<file path="src/rtl/seq_hit_window_counter.sv">
// seq_hit_window_counter
// Counts detector hits over back-to-back windows of win_len qualified
// bit-times and posts each window's count on a valid/ready report port.
// A report that closes while the previous one is still unconsumed is
// dropped and flagged on the sticky ovf output.
module seq_hit_window_counter #(
   parameter int CNT_W = 8,
   parameter int WIN_W = 8
) (
   input  logic             clk,
   input  logic             rst,
   input  logic             en,
   input  logic             bit_en,
   input  logic             z_in,
   input  logic [WIN_W-1:0] win_len,
   input  logic             rpt_ready,
   output logic             rpt_valid,
   output logic [CNT_W-1:0] rpt_count,
   output logic             rpt_sat,
   output logic             ovf,
   output logic             busy
);

   localparam logic [0:0]       S_IDLE  = 1'b0;
   localparam logic [0:0]       S_RUN   = 1'b1;
   localparam logic [CNT_W-1:0] HIT_MAX = '1;

   logic [0:0]       state_q,     state_d;
   logic [WIN_W-1:0] len_q,       len_d;
   logic [WIN_W-1:0] bit_cnt_q,   bit_cnt_d;
   logic [CNT_W-1:0] hit_cnt_q,   hit_cnt_d;
   logic             sat_q,       sat_d;
   logic             rpt_valid_q, rpt_valid_d;
   logic [CNT_W-1:0] rpt_count_q, rpt_count_d;
   logic             rpt_sat_q,   rpt_sat_d;
   logic             ovf_q,       ovf_d;

   logic [WIN_W-1:0] len_eff;
   logic             sample;
   logic             win_close;
   logic             hit_at_max;
   logic [CNT_W-1:0] hit_nxt;
   logic             sat_nxt;

   // Window length, bit qualification and the count including the current bit
   always_comb begin
      len_eff    = (win_len == '0) ? WIN_W'(1) : win_len;
      sample     = (state_q == S_RUN) && bit_en;
      win_close  = sample && (bit_cnt_q == (len_q - WIN_W'(1)));
      hit_at_max = (hit_cnt_q == HIT_MAX);
      hit_nxt    = (z_in && !hit_at_max) ? (hit_cnt_q + CNT_W'(1)) : hit_cnt_q;
      sat_nxt    = sat_q | (z_in && hit_at_max);
   end

   // Next-state for the window FSM, counters and the report register
   always_comb begin
      state_d     = state_q;
      len_d       = len_q;
      bit_cnt_d   = bit_cnt_q;
      hit_cnt_d   = hit_cnt_q;
      sat_d       = sat_q;
      rpt_valid_d = rpt_valid_q;
      rpt_count_d = rpt_count_q;
      rpt_sat_d   = rpt_sat_q;
      ovf_d       = ovf_q;

      case (state_q)
         S_IDLE: begin
            if (en) begin
               state_d   = S_RUN;
               len_d     = len_eff;
               bit_cnt_d = '0;
               hit_cnt_d = '0;
               sat_d     = 1'b0;
            end
         end
         S_RUN: begin
            if (sample) begin
               hit_cnt_d = hit_nxt;
               sat_d     = sat_nxt;
               bit_cnt_d = bit_cnt_q + WIN_W'(1);
               // The closing bit is folded into the report, then the
               // counters restart so the next bit_en is bit 0 of a new window.
               if (win_close) begin
                  bit_cnt_d = '0;
                  hit_cnt_d = '0;
                  sat_d     = 1'b0;
                  if (en) begin
                     len_d = len_eff;
                  end else begin
                     state_d = S_IDLE;
                  end
               end
            end
         end
         default: state_d = S_IDLE;
      endcase

      if (win_close) begin
         if (!rpt_valid_q || rpt_ready) begin
            rpt_valid_d = 1'b1;
            rpt_count_d = hit_nxt;
            rpt_sat_d   = sat_nxt;
         end else begin
            ovf_d = 1'b1;
         end
      end else if (rpt_valid_q && rpt_ready) begin
         rpt_valid_d = 1'b0;
      end
   end

   // State registers with asynchronous reset
   always_ff @(posedge clk or posedge rst) begin
      if (rst) begin
         state_q     <= S_IDLE;
         len_q       <= WIN_W'(1);
         bit_cnt_q   <= '0;
         hit_cnt_q   <= '0;
         sat_q       <= 1'b0;
         rpt_valid_q <= 1'b0;
         rpt_count_q <= '0;
         rpt_sat_q   <= 1'b0;
         ovf_q       <= 1'b0;
      end else begin
         state_q     <= state_d;
         len_q       <= len_d;
         bit_cnt_q   <= bit_cnt_d;
         hit_cnt_q   <= hit_cnt_d;
         sat_q       <= sat_d;
         rpt_valid_q <= rpt_valid_d;
         rpt_count_q <= rpt_count_d;
         rpt_sat_q   <= rpt_sat_d;
         ovf_q       <= ovf_d;
      end
   end

   assign rpt_valid = rpt_valid_q;
   assign rpt_count = rpt_count_q;
   assign rpt_sat   = rpt_sat_q;
   assign ovf       = ovf_q;
   assign busy      = (state_q == S_RUN);

endmodule
</file>
<file path="config.mk">
export PLATFORM = sky130hd
export DESIGN_NAME = seq_hit_window_counter
export DESIGN_NICKNAME = d
export VERILOG_FILES = /design/src/rtl/seq_hit_window_counter.sv
export SDC_FILE = /design/constraint.sdc
export NUM_CORES = 1
export LEC_CHECK = 0
export ABC_CLOCK_PERIOD_IN_PS = 2400
export BUFFER_PORTS_ARGS = -buffer_cell sky130_fd_sc_hd__buf_4
export CAP_MARGIN = 25
export CORE_MARGIN = 3
export CORE_UTILIZATION = 30
export CTS_CLUSTER_DIAMETER = 30
export DETAILED_ROUTE_END_ITERATION = 10
export GPL_TIMING_DRIVEN = 0
export PLACE_DENSITY_LB_ADDON = 0.15
export SYNTH_ARGS = -nofsm -noshare
export SYNTH_HDL_FRONTEND = slang
export SYNTH_SLANG_ARGS = --single-unit
</file>
<file path="constraint.sdc">
create_clock -name clk -period 2.4 [get_ports clk]
set_input_delay 0.48 -clock clk [delete_from_list [all_inputs] [get_ports clk]]
set_output_delay 0.48 -clock clk [all_outputs]
set_load 0.05 [all_outputs]
</file>
==> impl_results.md <==
* YS warnings at 0
* # Max-Cap Violations at 0
* Setup repair after global routing missed its margin: yes
* Gpl congestion at 0.740
* Fmax at 401 MHz
* Grt ovf at 0
* Yosys top cell by area: dfrtp_1
* Sequential area share after synthesis at 46.4%
* WP buf/inv at 2
* R2r endpoint: bit_cnt_q[2]
* Layout cells sized above 1 at 34.6%
* Drt pass-1 iters at 4
* TritonCTS clock tree: built
* DRC viols at 0
* CTS Root Cell: clkbuf_8
* Tightest Pin Transition at 797 ps
* Crit-path slowest cell: dfstp_2
* Total wire length at 4.83 mm
* Final hold vios at 0
* Final setup margin at -90.8 ps
* Share of the synthesized area in the top cell type at 45.1%
* WP data required at 2590 ps
* Worst hold-check path type: input port to asynchronous set/reset pin
* Most used DFF post-synth: dfrtp_1
* Inserted Clock Buffers at 5
* Routed Antenna Nets at 0
* Area Overhead vs Synth at 33.6%
* DIE HEIGHT at 87.6 um
* Outcome: finished, violations left
* CP delay by family, top: compound AO/OA/AOI/OAI gates
* CP peak stage delay at 550 ps
* Placement Setup Slack at -302 ps
* Critical path class: register to register
* Io pins at 26
* Fin util at 41.8%
* Die W at 87.6 um
* Critical path launch point type: register
* Fin crit share at 104%
* Core Rows at 29
* Die ar. at 7680 sq um
* Worst r2r src: len_q[0]
* Clock Sink Count at 37
* Routing usage on met3 at 3.48%
* Placed cell areas at 2280 sq um
* Worst IR Drop VDD at 635 uV
* Static Leak at 1.22 nW
* Synthesized Nets at 212
* Longest Clk Path Bufs at 2
* Clock transition at path regs at 70 ps
* Global-route wire length before repair at 8.12 mm
* R2r setup slk at -90 ps
* Layout net count at 253
* Via density at 5.09
* Met1 GRT Util at 19.8%
* CP Cell Sequence: buf_6 -> nor3_4 -> or3_1 -> a41o_1 -> a2111o_1 -> clkbuf_8 -> a31o_2 -> a22o_1
* Failing checks: setup timing
* Yosys reg bits at 37
* Nature of the critical path endpoint: register
* Fin area at 2670 sq um
* Post-CTS Hold Buffers at 0
* FFs w/ async S/R, synth at 100%
* Worst R2R Path Depth at 8
* Synth Cell Area at 2000 sq um
* PortBufs at 25
* Total power at 3.00 mW
* Worst skew pair latency at 300 ps
* Per-cell routed wire length at 15.4 um
* Fin crit period at 2490 ps
* Relative slew slack at 46.8%
* Post-synth EDFFs at 0
* H-tree Lvls at 2
* PD cells at 1120 nW/um^2
* Vias at 1,598
* Most numerous cell in the Yosys netlist: dfrtp_1
* Worst Path Max Fanout at 9
* First DRT Iteration DRCs at 77
* Core box area at 6390 sq um
* Post-detail-place hpwl at 3.12 mm
* Mapped Avg Cell Area at 10.2 sq um
* Synth cell count leaders: dfrtp_1 (36), nor2_1 (15), a21oi_1 (13), xnor2_1 (13), nand2_1 (11)
* Largest net degree at the start of global routing at 38
* ANT cells at 0
* Number of library cell types mapped by synthesis at 41
* Aggregate global-route resource usage at 13.8%
* Slew Limit Fails at 0
* Met2 Usage GRT at 20.2%
* Mapped Cells at 195
* Initial Util at 31.3%
* Clk_skew at 8.23 ps
* Setup violators final at 20
* Critical path arrival at 2680 ps
* Top cells by area, synth: dfrtp_1 (45%), xnor2_1 (5.7%), a22o_1 (3.9%)
* Vias in the first global route at 1,573
* Fillers at 615
* Initial antenna violation count at 0
* GRT busiest layer: met2
==> through the flow <==
step	hold slack (ps)	TNS [ps]	std cells
global placement	453	-5790	297
CTS	379	-1460	311
detailed placement	448	-7020	297
floorplan	475	0	195
global route	401	-2920	314
finish	336	-1290	314
==> layout by cell type (no fill, tap or decap), types with 2 or more instances in the layout <==
master,instances
dfrtp_1,36
buf_4,29
nor2_1,14
xnor2_1,12
nand2_1,11
mux2_4,11
a22o_1,9
a21oi_1,8
inv_1,7
a31o_2,7
nand3_1,6
clkbuf_8,6
buf_6,6
xor2_1,5
nand3b_1,4
mux2i_1,4
nor4_1,4
a21oi_2,4
clkbuf_1,3
nand4_1,3
nor3_1,3
a31oi_1,3
and3_1,3
o21bai_1,3
o21a_1,2
o21ai_0,2
a21o_1,2
inv_2,2
ha_1,2
bufinv_16,2
==> area by class of cell <==
class	count	area [sq um]	share of cell area, %
multi-input cells	141	1140	42.6
clock inverters	3	65.1	2.44
well taps	77	96.3	3.61
clock buffers	5	68.8	2.58
plain buffers	7	42.5	1.59
flip-flops and latches	37	927	34.7
inverters	9	33.8	1.27
repair buffers	35	298	11.2
==> kinds of logic (layout without fill, tap and decap cells) <==
logic type	count (synthesis)	count (layout)	share of synthesized area (%)
simple gates	57	57	14.8
compound gates	48	48	17.5
flops	37	37	46.4
xor+xnor	18	18	7.89
buf+inv	17	59	3.32
mux	15	15	8.20
fa+ha+maj	3	3	1.88
==> how the worst max path moves through the flow <==
stage,startpoint,end,slack [ps],depth (start not counted)
global route,len_q[0],bit_cnt_q[2],-170,8
finish,len_q[0],bit_cnt_q[2],-90,8
global placement,len_q[0],rpt_count[3],-250,8
detailed placement,len_q[0],hit_cnt_q[7],-300,9
floorplan,len_q[0],len_q[1],60,9
CTS,len_q[0],rpt_sat,-90,8
==> flip-flops by register name, summed over array words and instances, names as in the netlist <==
signal,count
hit_cnt_q,8
busy,1
rpt_valid,1
sat_q,1
ovf,1
rpt_sat,1
rpt_count,8
len_q,8
bit_cnt_q,8
==> timing repair <==
item | in CTS | in global routing
setup buffers | 7 | 3
pin swaps | 7 | 4
endpoints found under the setup margin | 36 | 33
gates resized for setup | 27 | 18
==> worst register-to-register path, delay by kind of cell (launching register included) <==
| kind | cells | cell delay [ps] |
|---|---|---|
| AND/OR/NAND/NOR | 2 | 370 |
| AO/OA/AOI/OAI | 4 | 1160 |
| buffers and inverters | 2 | 320 |
| flip-flops | 1 | 550 |
==> power breakdown <==
part	switching, mW	internal (mW)	total [mW]
registers	0.253	0.838	1.09
logic	0.647	0.609	1.26
clock network	0.238	0.413	0.651
==> layer usage <==
layer | wire length (um) | up-vias
li1 | - | 793
met1 | 2460 | 773
met2 | 2120 | 28
met3 | 180 | 4
met4 | 68 | 0
met5 | 0 | -
Power figures use the tool's default switching activity.
